`src/rtl/dma_bus_arbiter.sv`:
```
// dma_bus_arbiter: 8088/8237A hold-acknowledge arbiter; waits for an idle bus before granting.
// Define DMA_ARB_LOCK_EN to also require lock_n high before a grant.
module dma_bus_arbiter #(
  parameter int PASSIVE_CYCLES = 2
) (
  input  logic       clk,
  input  logic       reset,
  input  logic       hrq,
  input  logic [2:0] s_n,
  input  logic       lock_n,
  output logic       hlda,
  output logic       aen,
  output logic       cpu_hold
);
  typedef enum logic [2:0] {IDLE, WAIT, SYNC, GRANT, RELEASE} state_t;
  state_t state_q, state_d;
  logic [2:0] pcnt_q, pcnt_d;
  logic bus_ok;
`ifdef DMA_ARB_LOCK_EN
  assign bus_ok = &s_n & lock_n;
`else
  logic unused_lock;
  assign unused_lock = lock_n;
  assign bus_ok = &s_n;
`endif
  always_comb begin
    state_d = IDLE;
    pcnt_d  = '0;
    case (state_q)
      IDLE:    state_d = hrq ? WAIT : IDLE;
      WAIT: begin
        pcnt_d  = bus_ok ? pcnt_q + 3'd1 : 3'd0;
        state_d = !hrq ? IDLE :
                  (bus_ok && (pcnt_q + 3'd1 == 3'(PASSIVE_CYCLES))) ? SYNC : WAIT;
      end
      SYNC:    state_d = hrq ? GRANT : IDLE;
      GRANT:   state_d = hrq ? GRANT : RELEASE;
      default: state_d = IDLE;
    endcase
  end
  always_ff @(posedge clk) begin
    if (reset) begin
      state_q <= IDLE;
      pcnt_q  <= '0;
    end else begin
      state_q <= state_d;
      pcnt_q  <= pcnt_d;
    end
  end
  assign hlda     = state_q == GRANT;
  assign aen      = state_q == GRANT || state_q == RELEASE;
  assign cpu_hold = state_q == SYNC || state_q == GRANT || state_q == RELEASE;
endmodule

```
`config.mk`:
```
export PLATFORM = sky130hd
export DESIGN_NAME = dma_bus_arbiter
export DESIGN_NICKNAME = d
export VERILOG_FILES = /design/src/rtl/dma_bus_arbiter.sv
export SDC_FILE = /design/constraint.sdc
export NUM_CORES = 1
export LEC_CHECK = 0
export ABC_AREA = 1
export BUFFER_PORTS_ARGS = -buffer_cell sky130_fd_sc_hd__buf_2
export CAP_MARGIN = 20
export CORE_AREA = 10 10 47 49
export CTS_BUF_LIST = sky130_fd_sc_hd__clkbuf_16
export DETAILED_ROUTE_END_ITERATION = 16
export DIE_AREA = 0 0 57 59
export GPL_ROUTABILITY_DRIVEN = 0
export PLACE_DENSITY = 0.39
export SYNTH_ARGS = -nofsm -noshare
export SYNTH_HDL_FRONTEND = slang
export SYNTH_SLANG_ARGS = --single-unit
```
`constraint.sdc`:
```
create_clock -name clk -period 0.9 [get_ports clk]
set_input_delay 0.045 -clock clk [delete_from_list [all_inputs] [get_ports clk]]
set_output_delay 0.045 -clock clk [all_outputs]
set_load 0.01 [all_outputs]
```
After elaboration in Yosys (flattened, before gate mapping)

Cells that the tools add are included.

Bits of input ports: 7
Logic and storage cells: 23
Flip-flop bits (word level): 6

Bitwise logic cells: 2
Reductions and logical operators: 7
Equality and inequality tests: 5
Mux-type cells: 6
$add $sub $neg: 1

Operator list:

| kind                                                            | count |
|---|---|
| 3-bit case mux with 4 select lines                              | 1 |
| 3-bit by 2-bit == test with 1-bit output, second input constant | 3 |
| 2-bit 2-to-1 mux                                                | 3 |
| 3-bit by 1-bit adder with 3-bit output, second input constant   | 1 |
| 3-bit by 1-bit == test with 1-bit output, second input constant | 1 |
| 3-bit == test, second input constant                            | 1 |
| 3-bit logical NOT                                               | 1 |
| 1-bit logical OR                                                | 3 |
| 3-bit 2-to-1 mux                                                | 1 |
| 3-bit AND reduction                                             | 1 |
| 3-bit OR reduction                                              | 1 |
| 1-bit NOT                                                       | 2 |
| 1-bit logical AND                                               | 1 |
| 1-bit 2-to-1 mux                                                | 1 |

Depth between registers and ports, before layout

Depth after elaboration: 6
Mapped depth: 7

Least setup slack after synthesis

No wires, ideal clock.

Path kind: register to register
From: register pcnt_q[0]
To: register state_q[0]
Setup time: 0.117 ns
Slack: -0.025 ns
Cell stages (with the launch flop): 8
Arrival: 0.809 ns
Cells stage by stage: dfxtp_1 -> ha_1 -> inv_1 -> nand2_1 -> nand2_1 -> nand2_1 -> nand2_1 -> a21oi_1

Cells in the longest elaborated chain, start to end: 6

RTL lines:

| element                                  | line | text |
|---|---|---|
| start, declared                          | 17   | `logic [2:0] pcnt_q, pcnt_d;` |
| start signal, assigned                   | 47   | `pcnt_q <= pcnt_d;` |
| 3-bit by 1-bit adder with 3-bit output   | 34   | `(bus_ok && (pcnt_q + 3'd1 == 3'(PASSIVE_CYCLES))) ? SYNC : WAIT;` |
| 3-bit by 2-bit == test with 1-bit output | 34   |  |
| 1-bit logical AND                        | 34   |  |
| 2-bit 2-to-1 mux                         | 34   |  |
| 2-bit 2-to-1 mux                         | 33   | `state_d = !hrq ? IDLE :` |
| 3-bit case mux with 4 select lines       | 29   | `case (state_q)` |
| end signal, assigned                     | 46   | `state_q <= state_d;` |
| end, declared                            | 16   | `state_t state_q, state_d;` |

Every way passes these cells.
A chain may end at the register's enable or synchronous reset.

Final worst setup path

From: register state_q[1]
To: output aen

Cells in the longest elaborated chain, start to end: 2

RTL lines:

| element                                                                          | line | text |
|---|---|---|
| 3-bit by 2-bit == test with 1-bit output / 3-bit == test (equally long branches) | 51   | `assign aen = state_q == GRANT \|\| state_q == RELEASE;` |
| 1-bit logical OR (*)                                                             | 51   |  |
| end, declared                                                                    | 12   | `output logic aen,` |

Mark *: on every way between the ends. The rest lies on a longest branch, timed or not.

==> impl_metrics.yaml <==
run_status:
  status: "finished, violations left"
  failed_checks: "setup timing"
sta:
  slew_headroom: 0.896
  drv_slew: 0
  tightest_slew_ns: 0.155
  finalClockSkew_ns: 0.000641
  fin_crit_ns: 1.04
  max_freq_mhz: 962
  hold_viol_final: 0
  fin_crit_sh: 1.16
  rsz0062_at_grt: "true"
  whs_ns: 0.0145
  setup_ws_ns: -0.140
  setup_viol_count_final: 7
  tns_ns: -0.733
route:
  drtIter0Drc: 2
  wl_um: 892
  post-route-drc-count: 0
  antenna_left: 0
  via_count: 332
  drt_pass1_iterations: 4
  viasPerCell: 4.31
  wl_per_cell_um: 11.6
power:
  sw_frac_of_total: 0.160
  p_clk_frac: 0.699
  power_mw: 1.01
  peakVddDrop_uv: 1130
  p_per_area_mw_per_mm2: 1770
  p_comb_frac: 0.035
  internal_power_uw: 851
  p_leak_nw: 0.256
  p_sw_uw: 162
  pwr-share-seq: 0.266
synth:
  synth_top_cell_area_share: 0.417
  syn_inst: 42
  synth_nets: 51
  ys_seq_area_frac: 0.417
  synth_common_cells: "nand2_1 (11), nor2_1 (9), dfxtp_1 (6), inv_1 (6)"
  synth_ff_type: "dfxtp_1"
  ys_ff_latch: 6
  synth-edff-count: 0
  synth.avg_cell_area_sq_um: 6.85
  syn-cell-area_sq_um: 288
  async_reset_ff_frac: 0
  synthTopCellsByArea: "dfxtp_1 (42%), nand2_1 (14%), nor2_1 (12%)"
  synth_area_leader_cell: "dfxtp_1"
  ys_types: 11
  yosysMostFrequentCell: "nand2_1"
  ys_warn_count: 0
clock_tree:
  insertion_delay_ns: 0.23
  cts_tree: "done"
  numCtsBuffers: 3
  clk_root_buffer_cell: "clkbuf_16"
  path_clk_slew_ns: 0.03
  htree_levels: 1
  clock_sink_count: 6
  clockBufferDepth: 2
min_path:
  hold_path_class: "input pin to register"
setup_path:
  crit_buf_inv: 2
  cp_slowest_stage_delay_ns: 0.35
  startpoint: "state_q[1]"
  crit_chain: "inv_2 > nor2_4 > nand2_2 > nand2_1 > buf_2"
  start_kind: "register"
  cp_max_fo: 3
  cp_data_arrival_time_ns: 0.99
  path_depth: 5
  worstReg2RegEnd: "state_q[0]"
  critPathCaptureType: "primary output"
  crit-reg2reg-launch: "state_q[1]"
  required_ns: 0.85
  path_delay_family: "flip-flops"
  slowest_stage: "dfxtp_2"
  reg2reg_depth: 6
  ff2ff_setup_slack_ns: -0.12
  critPathKind: "register to primary output"
  cp-endpoint: "aen"
grt:
  grt_max_degree: 6
  grt_pass1_vias: 335
  grtUsageTotal: 0.0493
  antenna_found_initial: 0
  grt-ovfl-total: 0
  grt_pass1_wl_um: 1240
die:
  core_area_sq_mm: 0.00140
  rows: 14
  die_w_um: 57
  die_area_sq_mm: 0.00336
  die_h_um: 59
  start_util: 0.205
  io_pins: 10
layout:
  drive_gt1_frac: 0.705
  antenna_cells: 0
  nets: 72
  syn2layout_area_growth_pct: 98.7
  utilization: 0.408
  final_cells: 77
place:
  io_buffers: 8
  hpwl_um: 487
  placed_cells: 66
job:
  drv_cap: 0
[worst min-delay path by stage]
| stage | from | end | depth (start not counted) |
|---|---|---|---|
| 2_1_floorplan | hrq | state_q[2] | 1 |
| 3_3_place_gp | hrq | state_q[2] | 2 |
| 3_5_place_dp | hrq | state_q[2] | 2 |
| 4_1_cts | reset | state_q[2] | 2 |
| 5_1_grt | reset | state_q[2] | 2 |
| 6_report | reset | state_q[2] | 2 |
[cell families (layout without fill, tap and decap cells)]
family	Yosys count	after routing	share of synthesized area
adder cells (fa/ha/maj)	2	2	0.0869
buffers and inverters	7	26	0.0913
AO/OA/AOI/OAI	3	3	0.0522
flip-flops	6	6	0.417
AND/OR/NAND/NOR	24	24	0.352
[layout by cell type, fill, tap and decap left out, types with 2 or more instances in the layout]
cell	netlist	routed
nor2_2	1	4
dfxtp_4	0	2
dfxtp_2	0	3
nor2_1	9	5
nand2_2	0	5
inv_1	6	3
inv_2	1	4
buf_2	0	7
ha_4	0	2
buf_4	0	6
clkbuf_16	0	3
nand2_1	11	6
a21oi_2	0	2
buf_6	0	2
[registers in the layout, indices dropped and copies added (netlist names)]
name,flops
pcnt_q,3
state_q,3
[final cells by class]
cell class              instances  area, sq um
clock buffers                   3         75.1
fillers                       145          830
inverters                       7         26.3
multi-input cells              29          206
flip-flops and latches          6          131
well taps                      16         20.0
repair buffers                 16          113
[power groups by stage]
stage / registers [mW] / clock network, mW / logic, mW
3_3_place_gp: 0.277 / 0 / 0.0270
6_report: 0.269 / 0.708 / 0.0355
3_5_place_dp: 0.276 / 0 / 0.0269
2_1_floorplan: 0.276 / 0 / 0.0117
5_1_grt: 0.270 / 0.741 / 0.0398
4_1_cts: 0.270 / 0.717 / 0.0312
[through the flow]
stage	setup WS (ns)	cell area (sq um)
final	-0.140	572
after global routing	-0.200	572
after CTS	-0.146	520
after detailed placement	-0.0571	352
after global placement	-0.0755	352
after floorplan	0.00787	292
[metal layers]
metal,track usage,routed length [um]
met1,0.0344,287
met2,0.0822,514
met3,0.0300,57
met4,0.0604,33
met5,0,0
[what timing repair did]
action | in CTS | in global routing
hold endpoints to repair | 1 | 0
gates cloned | 0 | 0
buffers inserted | 7 | 0
hold buffers | 1 | 0
endpoints found under the setup margin | 5 | 7
pin swaps | 10 | 9
resized for setup | 13 | 15
No activity file was read; power rests on OpenSTA's default activity.
